File: config.mk
export PLATFORM = sky130hd
export DESIGN_NAME = serial_subtractor
export DESIGN_NICKNAME = d
export VERILOG_FILES = /design/src/rtl/serial_subtractor_pkg.sv /design/src/rtl/serial_subtractor_full_subtractor.sv /design/src/rtl/serial_subtractor.sv
export SDC_FILE = /design/constraint.sdc
export NUM_CORES = 1
export LEC_CHECK = 0
export ABC_AREA = 1
export BUFFER_PORTS_ARGS = -buffer_cell sky130_fd_sc_hd__clkbuf_2
export CAP_MARGIN = 5
export CORE_ASPECT_RATIO = 0.75
export CORE_MARGIN = 5
export CORE_UTILIZATION = 55
export DETAILED_ROUTE_END_ITERATION = 8
export PLACE_DENSITY = 0.79
export REMOVE_ABC_BUFFERS = 1
export SYNTH_ARGS = -nofsm -noshare
export SYNTH_HDL_FRONTEND = slang
export SYNTH_SLANG_ARGS = --single-unit
export TNS_END_PERCENT = 1
File: constraint.sdc
create_clock -name clk -period 2.2 [get_ports clk]
set_input_delay 0.11 -clock clk [delete_from_list [all_inputs] [get_ports clk]]
set_output_delay 0.11 -clock clk [all_outputs]
set_load 0.02 [all_outputs]
File: src/rtl/serial_subtractor_pkg.sv
// Shared constants for the bit-serial subtractor: FSM encoding and default width.
package serial_subtractor_pkg;

  localparam int DEF_WIDTH = 8;

  typedef enum logic [1:0] {
    IDLE = 2'd0,
    RUN  = 2'd1,
    DONE = 2'd2
  } state_t;

endpackage

File: src/rtl/serial_subtractor_full_subtractor.sv
// One-bit full subtractor cell: d = a - b - bin, with borrow out.
module full_subtractor (
  input  logic a,
  input  logic b,
  input  logic bin,
  output logic d,
  output logic bout
);

  // A borrow comes from b alone when a=0, or ripples through when a==b.
  always_comb begin
    d    = a ^ b ^ bin;
    bout = (~a & b) | (~(a ^ b) & bin);
  end

endmodule

File: src/rtl/serial_subtractor.sv
// Bit-serial subtractor: diff = a - b - bin, one bit per clock, LSB first.
// Results are published to the ports only once all bits are in, and held
// until the next accepted start.
module serial_subtractor
  import serial_subtractor_pkg::*;
#(
  parameter int WIDTH = DEF_WIDTH
) (
  input  logic             clk,
  input  logic             rst,
  input  logic             start,
  input  logic [WIDTH-1:0] a,
  input  logic [WIDTH-1:0] b,
  input  logic             bin,
  output logic             busy,
  output logic             done,
  output logic [WIDTH-1:0] diff,
  output logic             bout,
  output logic             ovf
);

  localparam int CW = $clog2(WIDTH) + 1;

  state_t           r_state;
  logic [WIDTH-1:0] r_a;
  logic [WIDTH-1:0] r_b;
  logic [WIDTH-1:0] r_dsh;     // result being assembled, MSB-in
  logic             r_br;      // running borrow
  logic [CW-1:0]    r_cnt;
  logic             r_a_msb;   // operand signs kept for the overflow rule
  logic             r_b_msb;
  logic             r_busy;
  logic             r_done;
  logic [WIDTH-1:0] r_diff;
  logic             r_bout;
  logic             r_ovf;

  logic             w_d;
  logic             w_bo;

  full_subtractor u_fs (
    .a    (r_a[0]),
    .b    (r_b[0]),
    .bin  (r_br),
    .d    (w_d),
    .bout (w_bo)
  );

  // Control FSM, shift datapath and registered outputs.
  always_ff @(posedge clk) begin
    if (rst) begin
      r_state <= IDLE;
      r_a     <= '0;
      r_b     <= '0;
      r_dsh   <= '0;
      r_br    <= 1'b0;
      r_cnt   <= '0;
      r_a_msb <= 1'b0;
      r_b_msb <= 1'b0;
      r_busy  <= 1'b0;
      r_done  <= 1'b0;
      r_diff  <= '0;
      r_bout  <= 1'b0;
      r_ovf   <= 1'b0;
    end else begin
      r_done <= 1'b0;
      case (r_state)
        IDLE: begin
          if (start) begin
            r_a     <= a;
            r_b     <= b;
            r_br    <= bin;
            r_cnt   <= '0;
            r_a_msb <= a[WIDTH-1];
            r_b_msb <= b[WIDTH-1];
            r_busy  <= 1'b1;
            r_state <= RUN;
          end
        end
        RUN: begin
          r_a   <= r_a >> 1;
          r_b   <= r_b >> 1;
          r_br  <= w_bo;
          r_dsh <= {w_d, r_dsh[WIDTH-1:1]};
          r_cnt <= r_cnt + CW'(1);
          if (r_cnt == CW'(WIDTH - 1)) r_state <= DONE;
        end
        DONE: begin
          // Publish the finished result; the pulse lands in the next cycle,
          // which is already IDLE so a back-to-back start can be taken.
          r_diff  <= r_dsh;
          r_bout  <= r_br;
          r_ovf   <= (r_a_msb != r_b_msb) && (r_dsh[WIDTH-1] != r_a_msb);
          r_done  <= 1'b1;
          r_busy  <= 1'b0;
          r_state <= IDLE;
        end
        default: begin
          r_busy  <= 1'b0;
          r_state <= IDLE;
        end
      endcase
    end
  end

  assign busy = r_busy;
  assign done = r_done;
  assign diff = r_diff;
  assign bout = r_bout;
  assign ovf  = r_ovf;

endmodule

==> metrics <==
run status finished clean; # Max-Cap Violations 0; Inserted Diodes 0; headroom to the max-slew limit 49.6%; Min Hold Slack 81.2 ps; Root Buffer clkbuf_8; sequential area share after synthesis 49.9%; die area 4540 µm²; gr usage total 16.9%; crit path kind register to register; chip height 59.6 µm; hpwl dp 2.30 mm; # Post-CTS Setup Buffers 0; remaining antenna violation count 0; r2r setup slk 650 ps; initial antenna violation count 0; clock skew slightly above 8 ps; Crit Path Max Fanout 25; setup TNS 0 ps; Worst Hold Depth 3; Port Buf Inserts 31; maximum VDD drop about 0.00043 V; Clock transition at path regs 80 ps; IO Count 32; Die X 76.1 µm; DRC Markers 0; Hold Crit Start b[7]; dominant cell type by area after synthesis dfxtp_1; CP Data Required Time 2380 ps; total core area 3220 µm²; # setup viols final 0; Iteration-0 DRC Markers 111; layout cells sized above 1 roughly 15%; max frequency 0.647 GHz; Cell Area, Synth between 1500 and 2000 µm²; Unique masters post-synth 21; hold path endpoint r_b[7]; Fill cells 312; Post-Syn Instances 249; largest net degree at the start of global routing 27; end of the worst register-to-register path r_br; Initial Utilization 56.0%; CP endpoint kind register; vias in the first global route 1,435; P_leak 0.978 nW; drt first pass iters 4; Hold Path Class primary input to register; Slew Viols, Final 0; unrepaired setup endpoints after global routing false; NumNets Final 300; Total Routed Length 3.60 mm; Register-to-Register Path Depth 5; TritonCTS Buffers 5; via/cell ratio 5.01; post-DR wirelength/cell roughly 11 µm; CTS Sinks 45; slew of the pin with the lowest slew margin 755 ps; Seq cells post-synth 45; worst path arrival time 1730 ps; synthesis-to-layout area growth 14.1%; CTS H-Tree Depth 2; Yosys Warn Count 0; post-CTS sizing 0; Critical R2R Launch r_state[1]; Rows 18; final critical-path share of the clock period 70.2%; share of the synthesized area in the top cell type 49.9%; Power per Cell Area 762 nW/µm²; TritonCTS clock tree done; Syn Area/Cell 7.25 µm²; Congestion Overflow GR 0; fin crit period about 1500 ps; first-pass GRT wire length 6.26 mm; Clock Latency Late Sink 290 ps; crit start category register; vias 1,594; Fin. Hold Viols 0; hold buffer count at CTS 0; CTS Buffer Depth 2; Synth area leaders dfxtp_1 (50%), nor2_1 (12%), nand2_1 (11%); gpl congestion roughly 0.77
[critical path: stages, from the launching register on]
cell     delay, ps
dfxtp_1        410
inv_1          120
nand2_1        570
o21ai_0        160
nor2_1         120
nor2_1          50
[worst max path at each step]
| stage | start | end | slack, ps | cells past startpoint |
|---|---|---|---|---|
| after floorplan | r_state[0] | r_a[0] | 750 | 4 |
| after global placement | r_state[1] | r_br | 700 | 5 |
| after detailed placement | r_state[1] | r_a[3] | 650 | 5 |
| after CTS | r_state[1] | r_a[3] | 640 | 5 |
| after global routing | r_state[1] | r_dsh[7] | 430 | 4 |
| final | r_state[1] | r_br | 650 | 5 |
[sequential cells by signal, indices dropped and copies added, names as in the netlist]
| name | cells |
|---|---|
| r_b | 8 |
| done | 1 |
| diff | 8 |
| r_state | 2 |
| busy | 1 |
| r_a_msb | 1 |
| r_dsh | 8 |
| bout | 1 |
| r_br | 1 |
| r_cnt | 4 |
| ovf | 1 |
| r_a | 8 |
| r_b_msb | 1 |
[synthesized netlist by cell type, drive strengths merged]
cell type and number:
or2 1, clkbuf 6, dfxtp 45, nor2 61, fa 1, nand4 1, o211ai 1, nor3 1
inv 13, buf 6, o21ai 36, ha 1, nand2 54, nor4 1, a22oi 1, a21oi 13
nand3 7
[logic make-up after synthesis]
| logic type | Yosys count | synth area share (%) |
|---|---|---|
| AO/OA/AOI/OAI | 51 | 14.6 |
| adder cells (fa/ha/maj) | 2 | 1.80 |
| buffers and inverters | 25 | 6.03 |
| flip-flops | 45 | 49.9 |
| AND/OR/NAND/NOR | 126 | 27.6 |
[placed cells by master (no fill, tap or decap), drive strengths merged]
| cell | instances |
|---|---|
| ha | 1 |
| or2 | 1 |
| inv | 13 |
| nand4 | 1 |
| a22oi | 1 |
| nor2 | 61 |
| o21ai | 36 |
| nor4 | 1 |
| buf | 3 |
| fa | 1 |
| o211ai | 1 |
| clkbuf | 38 |
| dfxtp | 45 |
| nand3 | 7 |
| nor3 | 1 |
| a21oi | 13 |
| nand2 | 54 |
[final cells by class]
| cell class | count | area [µm²] | share of cell area, % |
|---|---|---|---|
| sequential | 45 | 901 | 43.8 |
| multi-input combinational | 179 | 795 | 38.6 |
| timing repair buffer | 34 | 178 | 8.63 |
| tap | 40 | 50.0 | 2.43 |
| inverter | 13 | 48.8 | 2.37 |
| clock buffer | 7 | 86.3 | 4.19 |
[power breakdown]
part           switching [mW]  internal [mW]
Combinational           0.112         0.0662
Clock                   0.250          0.249
Sequential             0.0283          0.863
Total                   0.390           1.18
[per-stage QoR]
step	cell area (µm²)	power (mW)	std cells	util, %	setup slack, ps
floorplan	1740	1.03	237	-	755
global placement	1970	1.08	311	61.2	701
detailed placement	1970	1.09	311	61.2	648
CTS	2060	1.58	318	63.9	644
global route	2060	1.66	318	63.9	435
finish	2060	1.57	318	63.9	655
[metal layers]
metal | global-route usage (%) | vias up | part of all wire (%)
met5 | 0 | - | 0
met4 | 5.49 | 0 | 0.50
met3 | 4.41 | 2 | 4.6
met2 | 27.0 | 31 | 45
met1 | 22.6 | 709 | 49
li1 | - | 852 | -
(Power assumes the default switching activity.)
